`config.mk`:
```
export PLATFORM = sky130hd
export DESIGN_NAME = inst_ident_scan
export DESIGN_NICKNAME = d
export VERILOG_FILES = /design/src/rtl/inst_ident_scan.sv
export SDC_FILE = /design/constraint.sdc
export NUM_CORES = 1
export LEC_CHECK = 0
export BUFFER_PORTS_ARGS = -buffer_cell sky130_fd_sc_hd__buf_4
export CORE_MARGIN = 8
export CORE_UTILIZATION = 53
export DETAILED_ROUTE_END_ITERATION = 8
export PLACE_DENSITY = 0.88
export SLEW_MARGIN = 15
export SYNTH_ARGS = -nofsm -noshare
export SYNTH_HDL_FRONTEND = slang
export SYNTH_SLANG_ARGS = --single-unit
```
`constraint.sdc`:
```
create_clock -name clk -period 6 [get_ports clk]
set_clock_uncertainty 0.1 [all_clocks]
set_input_delay 1.8 -clock clk [delete_from_list [all_inputs] [get_ports clk]]
set_output_delay 1.8 -clock clk [all_outputs]
set_load 0.02 [all_outputs]
```
`src/rtl/inst_ident_scan.sv`:
```
// inst_ident_scan: serial per-channel identity record emitter.
// Ports: clk, rst, start, parent_idx -> busy, out_* stream, done.
module inst_ident_scan #(
    parameter int IDX_W   = 32,
    parameter int P_W     = 32,
    parameter int FANOUT  = 2,
    parameter int P_BASE  = 500,
    parameter int REVERSE = 0,
    localparam int CH_W   = (FANOUT > 2) ? $clog2(FANOUT) : 1
) (
    input  logic             clk,
    input  logic             rst,
    input  logic             start,
    input  logic [IDX_W-1:0] parent_idx,
    output logic             busy,
    output logic             out_valid,
    input  logic             out_ready,
    output logic [CH_W-1:0]  out_chan,
    output logic [IDX_W-1:0] out_idx,
    output logic [P_W-1:0]   out_p1,
    output logic [P_W-1:0]   out_p2,
    output logic             out_last,
    output logic             done
);

    typedef enum logic [1:0] {IDLE, EMIT, DONE} state_t;

    localparam logic [CH_W-1:0] CH_HI    = CH_W'(FANOUT - 1);
    localparam logic [CH_W-1:0] CH_FIRST = (REVERSE != 0) ? CH_HI : '0;
    localparam logic [CH_W-1:0] CH_LAST  = (REVERSE != 0) ? '0 : CH_HI;

    state_t           state;
    logic [IDX_W-1:0] parent_q;
    logic [IDX_W-1:0] load_p;
    logic [CH_W-1:0]  load_c;
    logic [CH_W-1:0]  ch_step;
    logic [P_W-1:0]   p1_next;

    // Record fields are precomputed for whichever channel is loaded next,
    // so every output comes straight from a register.
    always_comb begin
        ch_step = (REVERSE != 0) ? out_chan - 1'b1 : out_chan + 1'b1;
        load_p  = parent_q;
        load_c  = ch_step;
        if (state == IDLE) begin
            load_p = parent_idx;
            load_c = CH_FIRST;
        end
        p1_next = P_W'(P_BASE) + (P_W'(load_c) << 1);
    end

    always_ff @(posedge clk or posedge rst) begin
        if (rst) begin
            state     <= IDLE;
            parent_q  <= '0;
            busy      <= 1'b0;
            out_valid <= 1'b0;
            out_chan  <= '0;
            out_idx   <= '0;
            out_p1    <= '0;
            out_p2    <= '0;
            out_last  <= 1'b0;
            done      <= 1'b0;
        end else begin
            unique case (state)
                IDLE: begin
                    done <= 1'b0;
                    if (start) begin
                        parent_q  <= parent_idx;
                        out_chan  <= load_c;
                        out_idx   <= IDX_W'(FANOUT) * load_p + IDX_W'(load_c);
                        out_p1    <= p1_next;
                        out_p2    <= p1_next + P_W'(1);
                        out_last  <= (load_c == CH_LAST);
                        out_valid <= 1'b1;
                        busy      <= 1'b1;
                        state     <= EMIT;
                    end
                end
                EMIT: begin
                    if (out_ready) begin
                        if (out_last) begin
                            out_valid <= 1'b0;
                            done      <= 1'b1;
                            state     <= DONE;
                        end else begin
                            out_chan <= load_c;
                            out_idx  <= IDX_W'(FANOUT) * load_p + IDX_W'(load_c);
                            out_p1   <= p1_next;
                            out_p2   <= p1_next + P_W'(1);
                            out_last <= (load_c == CH_LAST);
                        end
                    end
                end
                DONE: begin
                    done  <= 1'b0;
                    busy  <= 1'b0;
                    state <= IDLE;
                end
                default: state <= IDLE;
            endcase
        end
    end

endmodule

```
==> qor.yml, run 1 <==
outcome:
  status: "completed"
die:
  die_h_um: 97.4
  coreArea_um2: 6390
  rows: 29
  ioPinCount: 137
  die-area_um2: 9480
  initial_core_util_pct: 55.0
  die_x_um: 97.4
layout:
  final-seq-area_um2: 1750
  fillers: 501
  multiInputGateArea_um2: 1380
  diodes: 0
  fin_nets: 373
  area_delta_synth_final_pct: 18.2
  final_common_cell: "buf_4"
  final_cell_mix: "buf_4, mux2_2, dfrtp_1"
  final_layout_size_suffix_gt1_share_pct: 56.1
timing:
  finalSetupViolCount: 0
  worst_pin_slew_ns: 0.914
  rsz0062_at_grt: "no"
  slew_viol_final: 0
  slew_headroom_pct: 38.9
  period_share_pct: 51.4
  period_minus_slack_ns: 3.09
  tns_ns: 0
  fmax_mhz: 324
  hold_violations: 0
  fin_hold_ws_ns: 0.403
pwr:
  p_seq_share_pct: 36.2
  fin_total_pwr_mw: 2.35
  p_sw_share_pct: 34.2
  p_leak_nw: 1.96
  intPower_mw: 1.54
  pwr-share-comb_pct: 46.3
  p_switching_mw: 0.804
  clkPwrFrac_pct: 17.5
  p_per_area_nw_per_um2: 566
  ir_worst_vdd_mv: 0.437
cts:
  cts_max_level: 3
  clockBufferDepth: 2
  root_buffer: "clkbuf_8"
  cts_resized: 0
  postCtsSetupRepairBufs: 0
  cts_hold_buf: 0
  cts.sinks: 70
  numCtsBuffers: 9
  clkTransAtPathRegs_ns: 0.06
  cts_tree: "built"
  clk_latency_ns: 0.33
worst_setup_path:
  cp.required_ns: 6.11
  cp.arrival_ns: 3.19
  crit_family: "compound AO/OA/AOI/OAI gates"
  worstPathCellList: "buf_4 > nor2b_1 > a31oi_4 > buf_16 > mux2_2"
  r2r_slack_ns: 3.82
  crit_buf_inv: 2
  critPathMaxFanout: 21
  critPathLaunchType: "input port"
  crit_type: "in2reg"
  critPathCaptureType: "flip-flop"
  cpMaxStageDelayCell: "a31oi_4"
  critPathMaxStageDelay_ns: 0.51
global_route:
  grt_pass1_wl_um: 11300
  grt_max_degree: 71
  grt_pass1_vias: 2271
  grt_remaining_overflow: 0
  track_usage_pct: 14.3
  antenna_found_initial: 0
placed_design:
  port_buffers: 86
  dp_hpwl_um: 4880
  gp_congestion: 0.745
synthesis:
  synth_warnings: 0
  ys_seq_area_share_pct: 49.9
  synth-seq-cells: 70
  synth_top_area_share_pct: 49.9
  syn-cell-area_um2: 3510
  synth.distinct_cells: 22
  avgSynthCellArea_um2: 13.3
  yosys.area.top_type: "dfrtp_1"
  netlist_top_cells_area: "dfrtp_1, mux2_2, buf_4"
  syn_inst: 263
detailed_routing:
  routed_wl_um: 6800
  initialDrtViolationCount: 61
  routed-via-count: 2033
  drc: 0
  ant_nets: 0
  first_pass_iters: 4
  wl_per_cell_um: 16.2
  vias_per_cell: 4.85
job:
  max_cap_violations: 0
min_path:
  hp-class: "reg2reg"
routing by layer:
metal | up-vias | track usage, % | wire [um]
met5 | - | 0 | 0
li1 | 935 | - | -
met2 | 79 | 24.1 | 3460
met3 | 8 | 6.76 | 662
met4 | 0 | 5.24 | 86
met1 | 1011 | 15.3 | 2600
sequential cells by signal, indices dropped and copies added (netlist names):
signal,flops
busy,1
state,2
done,1
parent_q,31
out_p1,1
out_last,1
out_valid,1
out_idx,32
synthesized netlist by cell type:
| master | number |
|---|---|
| conb_1 | 1 |
| buf_6 | 3 |
| mux2i_1 | 1 |
| mux2_2 | 86 |
| buf_4 | 67 |
| a21oi_1 | 3 |
| inv_1 | 5 |
| mux2_1 | 7 |
| o21bai_1 | 1 |
| a31oi_2 | 1 |
| a21o_1 | 1 |
| nor2b_1 | 1 |
| a31oi_1 | 1 |
| nand2_1 | 3 |
| nor2_1 | 1 |
| nand2b_1 | 1 |
| nor2_2 | 1 |
| dfrtp_1 | 70 |
| buf_2 | 4 |
| o21ai_0 | 3 |
| nor3b_4 | 1 |
| nand4_1 | 1 |
power groups by stage:
| stage | Sequential, mW | Combinational [mW] | Clock [mW] |
|---|---|---|---|
| after detailed placement | 0.859 | 1.09 | 0 |
| after CTS | 0.852 | 1.09 | 0.426 |
| after global placement | 0.841 | 1.06 | 0 |
| final | 0.850 | 1.09 | 0.411 |
| after global routing | 0.883 | 1.17 | 0.442 |
| after floorplan | 0.971 | 0.675 | 0 |
stage by stage:
step                utilization, %  instance area [um2]  worst slack, ns  cells
CTS                           64.5                 4120             2.62    418
global placement              61.1                 3910             2.28    402
detailed placement            61.1                 3910             2.26    402
global route                  65.0                 4150             2.84    419
floorplan                        -                 3690             2.33    311
finish                        65.0                 4150             2.91    419
cell families (layout without fill, tap and decap cells):
family	after synthesis	after routing	synth area share, %
compound gates	10	10	1.82
buf+inv	79	110	16.4
mux	94	94	30.1
simple gates	9	9	1.68
other cells	1	49	0.107
flops	70	70	49.9
cell type report:
class                      instances  share of cell area, %
sequential                        70                   42.2
timing repair buffer              89                   16.6
inverter                           5                  0.452
tap                               77                   2.32
clock buffer                      13                   3.59
multi-input combinational        162                   33.2
clock inverter                     3                   1.63
path summary, 6_finish.rpt:
| check | start | end | cells past startpoint |
|---|---|---|---|
| worst max-delay path | out_ready | out_idx[24] | 5 |
| worst min-delay path | out_idx[23] | out_idx[23] | 1 |
| worst max register to register | state[0] | out_idx[1] | 3 |
| worst min register to register | out_idx[23] | out_idx[23] | 1 |
| max in group asynchronous | rst | parent_q[18] | 3 |
| min in group asynchronous | rst | parent_q[21] | 3 |
(Power assumes the default switching activity.)
==> run 2: changes to the inputs <==
- ABC_AREA: unset -> 1
- CORE_UTILIZATION: 53 -> 50
- PLACE_DENSITY: 0.88 -> 0.83
- clock period: 6 -> 2.95 ns (I/O delays scaled with it)
==> run 2 against run 1 <==
Non-clock buffer count increased by 2. Area after synthesis grew 6.1%. Wire length rose by 26%. Count of clock-buffer cells in the layout fell by 1. Cell area rose by 2.4%. Register-to-register slack worse by 3.0 ns. Flip-flop and latch count is the same. Clock power increased by 57%. Hold slack got worse by 0.029 ns. Sequential power grew 96%. Critical endpoint is now out_idx[14]. Largest cell class unchanged. Largest power group unchanged.
==> qor.yml, run 2 <==
worst_setup_path:
  r2r_slack_ns: 0.77  # was 3.82 ns
  critPathMaxStageDelay_ns: 0.61  # was 0.51 ns
  r2r-start: "state[0]"  # unchanged
  critPathLaunchType: "flip-flop"  # was input port
  critPathCaptureType: "flip-flop"  # unchanged
  r2r_cells: 6  # was 3
  worstPathCellList: "nor2_8 > buf_4 > nand2_2 > nand3_2 > nand2_1 > nand2_1"  # was buf_4 > nor2b_1 > a31oi_4 > buf_16 > mux2_2
  cp.required_ns: 3.07  # was 6.11 ns
  cpMostUsedCell: "nand2_1"
  r2r-end: "out_idx[14]"  # was out_idx[1]
  critPathMaxFanout: 63  # was 21
  crit_family: "simple AND/OR/NAND/NOR gates"  # was compound AO/OA/AOI/OAI gates
  crit_buf_inv: 1  # was 2
  cp.arrival_ns: 2.30  # was 3.19 ns
  crit_type: "reg2reg"  # was in2reg
  cpMaxStageDelayCell: "dfrtp_1"  # was a31oi_4
global_route:
  grt_pass1_wl_um: 14300  # was 11300 um
  antenna_found_initial: 0  # unchanged
  grt_max_degree: 64  # was 71
  grt_pass1_vias: 3075  # was 2271
  track_usage_pct: 17.2  # was 14.3%
  grt_remaining_overflow: 0  # unchanged
placed_design:
  gp_congestion: 0.749  # was 0.745
  dp_hpwl_um: 5940  # was 4880 um
  dpl-instance-area_um2: 4090  # was 3910 um2
  port_buffers: 86  # unchanged
timing:
  rsz0062_at_grt: "no"  # unchanged
  fmax_mhz: 459
  period_share_pct: 73.9
  slew_headroom_pct: 54.0  # was 38.9%
  slew_viol_final: 0  # unchanged
  hold_violations: 0  # unchanged
  tns_ns: 0  # unchanged
  worst_pin_slew_ns: 0.689  # was 0.914 ns
  period_minus_slack_ns: 2.18
  finalSetupViolCount: 0  # unchanged
detailed_routing:
  routed_wl_um: 8570  # was 6800 um
  ant_nets: 0  # unchanged
  vias_per_cell: 4.71  # was 4.85
  initialDrtViolationCount: 122  # was 61
  drc: 0  # unchanged
  wl_per_cell_um: 13.4  # was 16.2 um
  first_pass_iters: 5  # was 4
  routed-via-count: 3014  # was 2033
synthesis:
  syn_inst: 478  # was 263
  synth_warnings: 0  # unchanged
  synth_edf_count: 0  # unchanged
  synthArstFlopShare_pct: 100  # unchanged
  synth-seq-cells: 70  # unchanged
  ys_seq_area_share_pct: 47.0  # was 49.9%
  netlist_top_cells_area: "dfrtp_1, nand2_1, buf_4"  # was dfrtp_1, mux2_2, buf_4
  ys.flop_type: "dfrtp_1"  # unchanged
  yosys.cell_count.top_type: "nand2_1"  # was mux2_2
  ys_top_cells_by_count: "nand2_1, dfrtp_1, buf_4, nand3_1, buf_2"  # was mux2_2, dfrtp_1, buf_4, mux2_1, inv_1
  avgSynthCellArea_um2: 7.79  # was 13.3 um2
  synth.distinct_cells: 20  # was 22
  yosys.area.top_type: "dfrtp_1"  # unchanged
  synth_top_area_share_pct: 47.0  # was 49.9%
  syn-cell-area_um2: 3720  # was 3510 um2
min_path:
  hold_end: "parent_q[3]"  # was out_idx[23]
  hp-start: "parent_q[3]"  # was out_idx[23]
  whs_path_depth: 2  # was 1
  hp-class: "reg2reg"  # unchanged
layout:
  final_common_cell: "nand2_1"  # was buf_4
  diodes: 0  # unchanged
  final_cell_mix: "nand2_1, buf_4, dfrtp_1"  # was buf_4, mux2_2, dfrtp_1
  final_layout_size_suffix_gt1_share_pct: 20.9  # was 56.1%
  fillers: 665  # was 501
  area_delta_synth_final_pct: 14.1  # was 18.2%
  regMostFlops: "out_idx"  # unchanged
  fin_nets: 574  # was 373
  largest_reg_flops: 32  # unchanged
  design_area_um2: 4250  # was 4150 um2
  top_regs: "out_idx x32, parent_q x31, state x2"  # unchanged
cts:
  clkTransAtPathRegs_ns: 0.07  # was 0.06 ns
  cts_resized: 0  # unchanged
  clockBufferDepth: 2  # unchanged
  numCtsBuffers: 9  # unchanged
  cts_tree: "built"  # unchanged
  postCtsSetupRepairBufs: 0  # unchanged
  cts_max_level: 3  # unchanged
  clk_latency_ns: 0.34  # was 0.33 ns
  cts_hold_buf: 0  # unchanged
  cts.sinks: 70  # unchanged
  root_buffer: "clkbuf_8"  # unchanged
die:
  die_h_um: 102  # was 97.4 um
  coreArea_um2: 7210  # was 6390 um2
  initial_core_util_pct: 51.6  # was 55.0%
  die-area_um2: 10500  # was 9480 um2
  rows: 31  # was 29
  die_x_um: 102  # was 97.4 um
  ioPinCount: 137  # unchanged
pwr:
  p_per_area_nw_per_um2: 1080  # was 566 nW/um2
  p_leak_nw: 2.48  # was 1.96 nW
  ir_worst_vdd_mv: 0.620  # was 0.437 mV
job:
  max_cap_violations: 0  # unchanged
outcome:
  status: "completed"  # unchanged
[run 2: how the worst max path moves through the flow]
stage	startpoint	to	slack, ns	cells past startpoint
after floorplan	rst	busy	0.20	1
after global placement	start	out_idx[14]	0.48	6
after detailed placement	start	out_idx[15]	0.44	6
after CTS	state[0]	out_idx[15]	0.73	6
after global routing	state[0]	out_idx[15]	0.52	6
final	state[0]	out_idx[14]	0.77	6
[run 2: cell families (layout without fill, tap and decap cells)]
logic type,count (synthesis),in the layout,share of synthesized area [%]
AND/OR/NAND/NOR,300,300,33.9
buffers and inverters,100,115,17.9
flip-flops,70,70,47.0
AO/OA/AOI/OAI,7,7,1.08
other,1,49,0.101
[run 2: worst reg2reg max path: stages (launching register included)]
cell and delay [ns]:
dfrtp_1 0.61, nor2_8 0.04, buf_4 0.31, nand2_2 0.15
nand3_2 0.55, nand2_1 0.26, nand2_1 0.07
[run 2: metrics by stage]
| step | setup slack [ns] | power [mW] | cells | hold slack, ns | utilization (%) |
|---|---|---|---|---|---|
| 3_3_place_gp | 0.480 | 3.88 | 626 | 0.353 | 56.7 |
| 5_1_grt | 0.520 | 4.99 | 640 | 0.392 | 58.9 |
| 4_1_cts | 0.726 | 4.63 | 640 | 0.376 | 58.9 |
| 3_5_place_dp | 0.442 | 3.97 | 626 | 0.358 | 56.7 |
| 2_1_floorplan | 0.197 | 3.40 | 526 | 0.342 | - |
| 6_report | 0.770 | 4.59 | 640 | 0.373 | 58.9 |
[run 2: layer usage]
metal	GRT usage [%]	up-vias	wire length (um)
li1	-	1495	-
met1	19.3	1398	3340
met2	29.2	115	4370
met3	4.16	6	775
met4	9.71	0	80
met5	0	-	0
[run 2: final cells by class]
class	instances	area, um2	share of cell area (%)
sequential	70	1750	41.2
multi-input combinational	356	1490	35.0
inverter	10	37.5	0.883
clock inverter	2	10.0	0.236
timing repair buffer	91	696	16.4
tap	99	124	2.92
clock buffer	12	145	3.42
[run 2: power by group]
group	internal [mW]	switching [mW]	leakage (nW)	total [mW]
registers	1.40	0.273	0.872	1.67
clock network	0.317	0.330	0.0821	0.647
logic	0.795	1.48	1.53	2.27
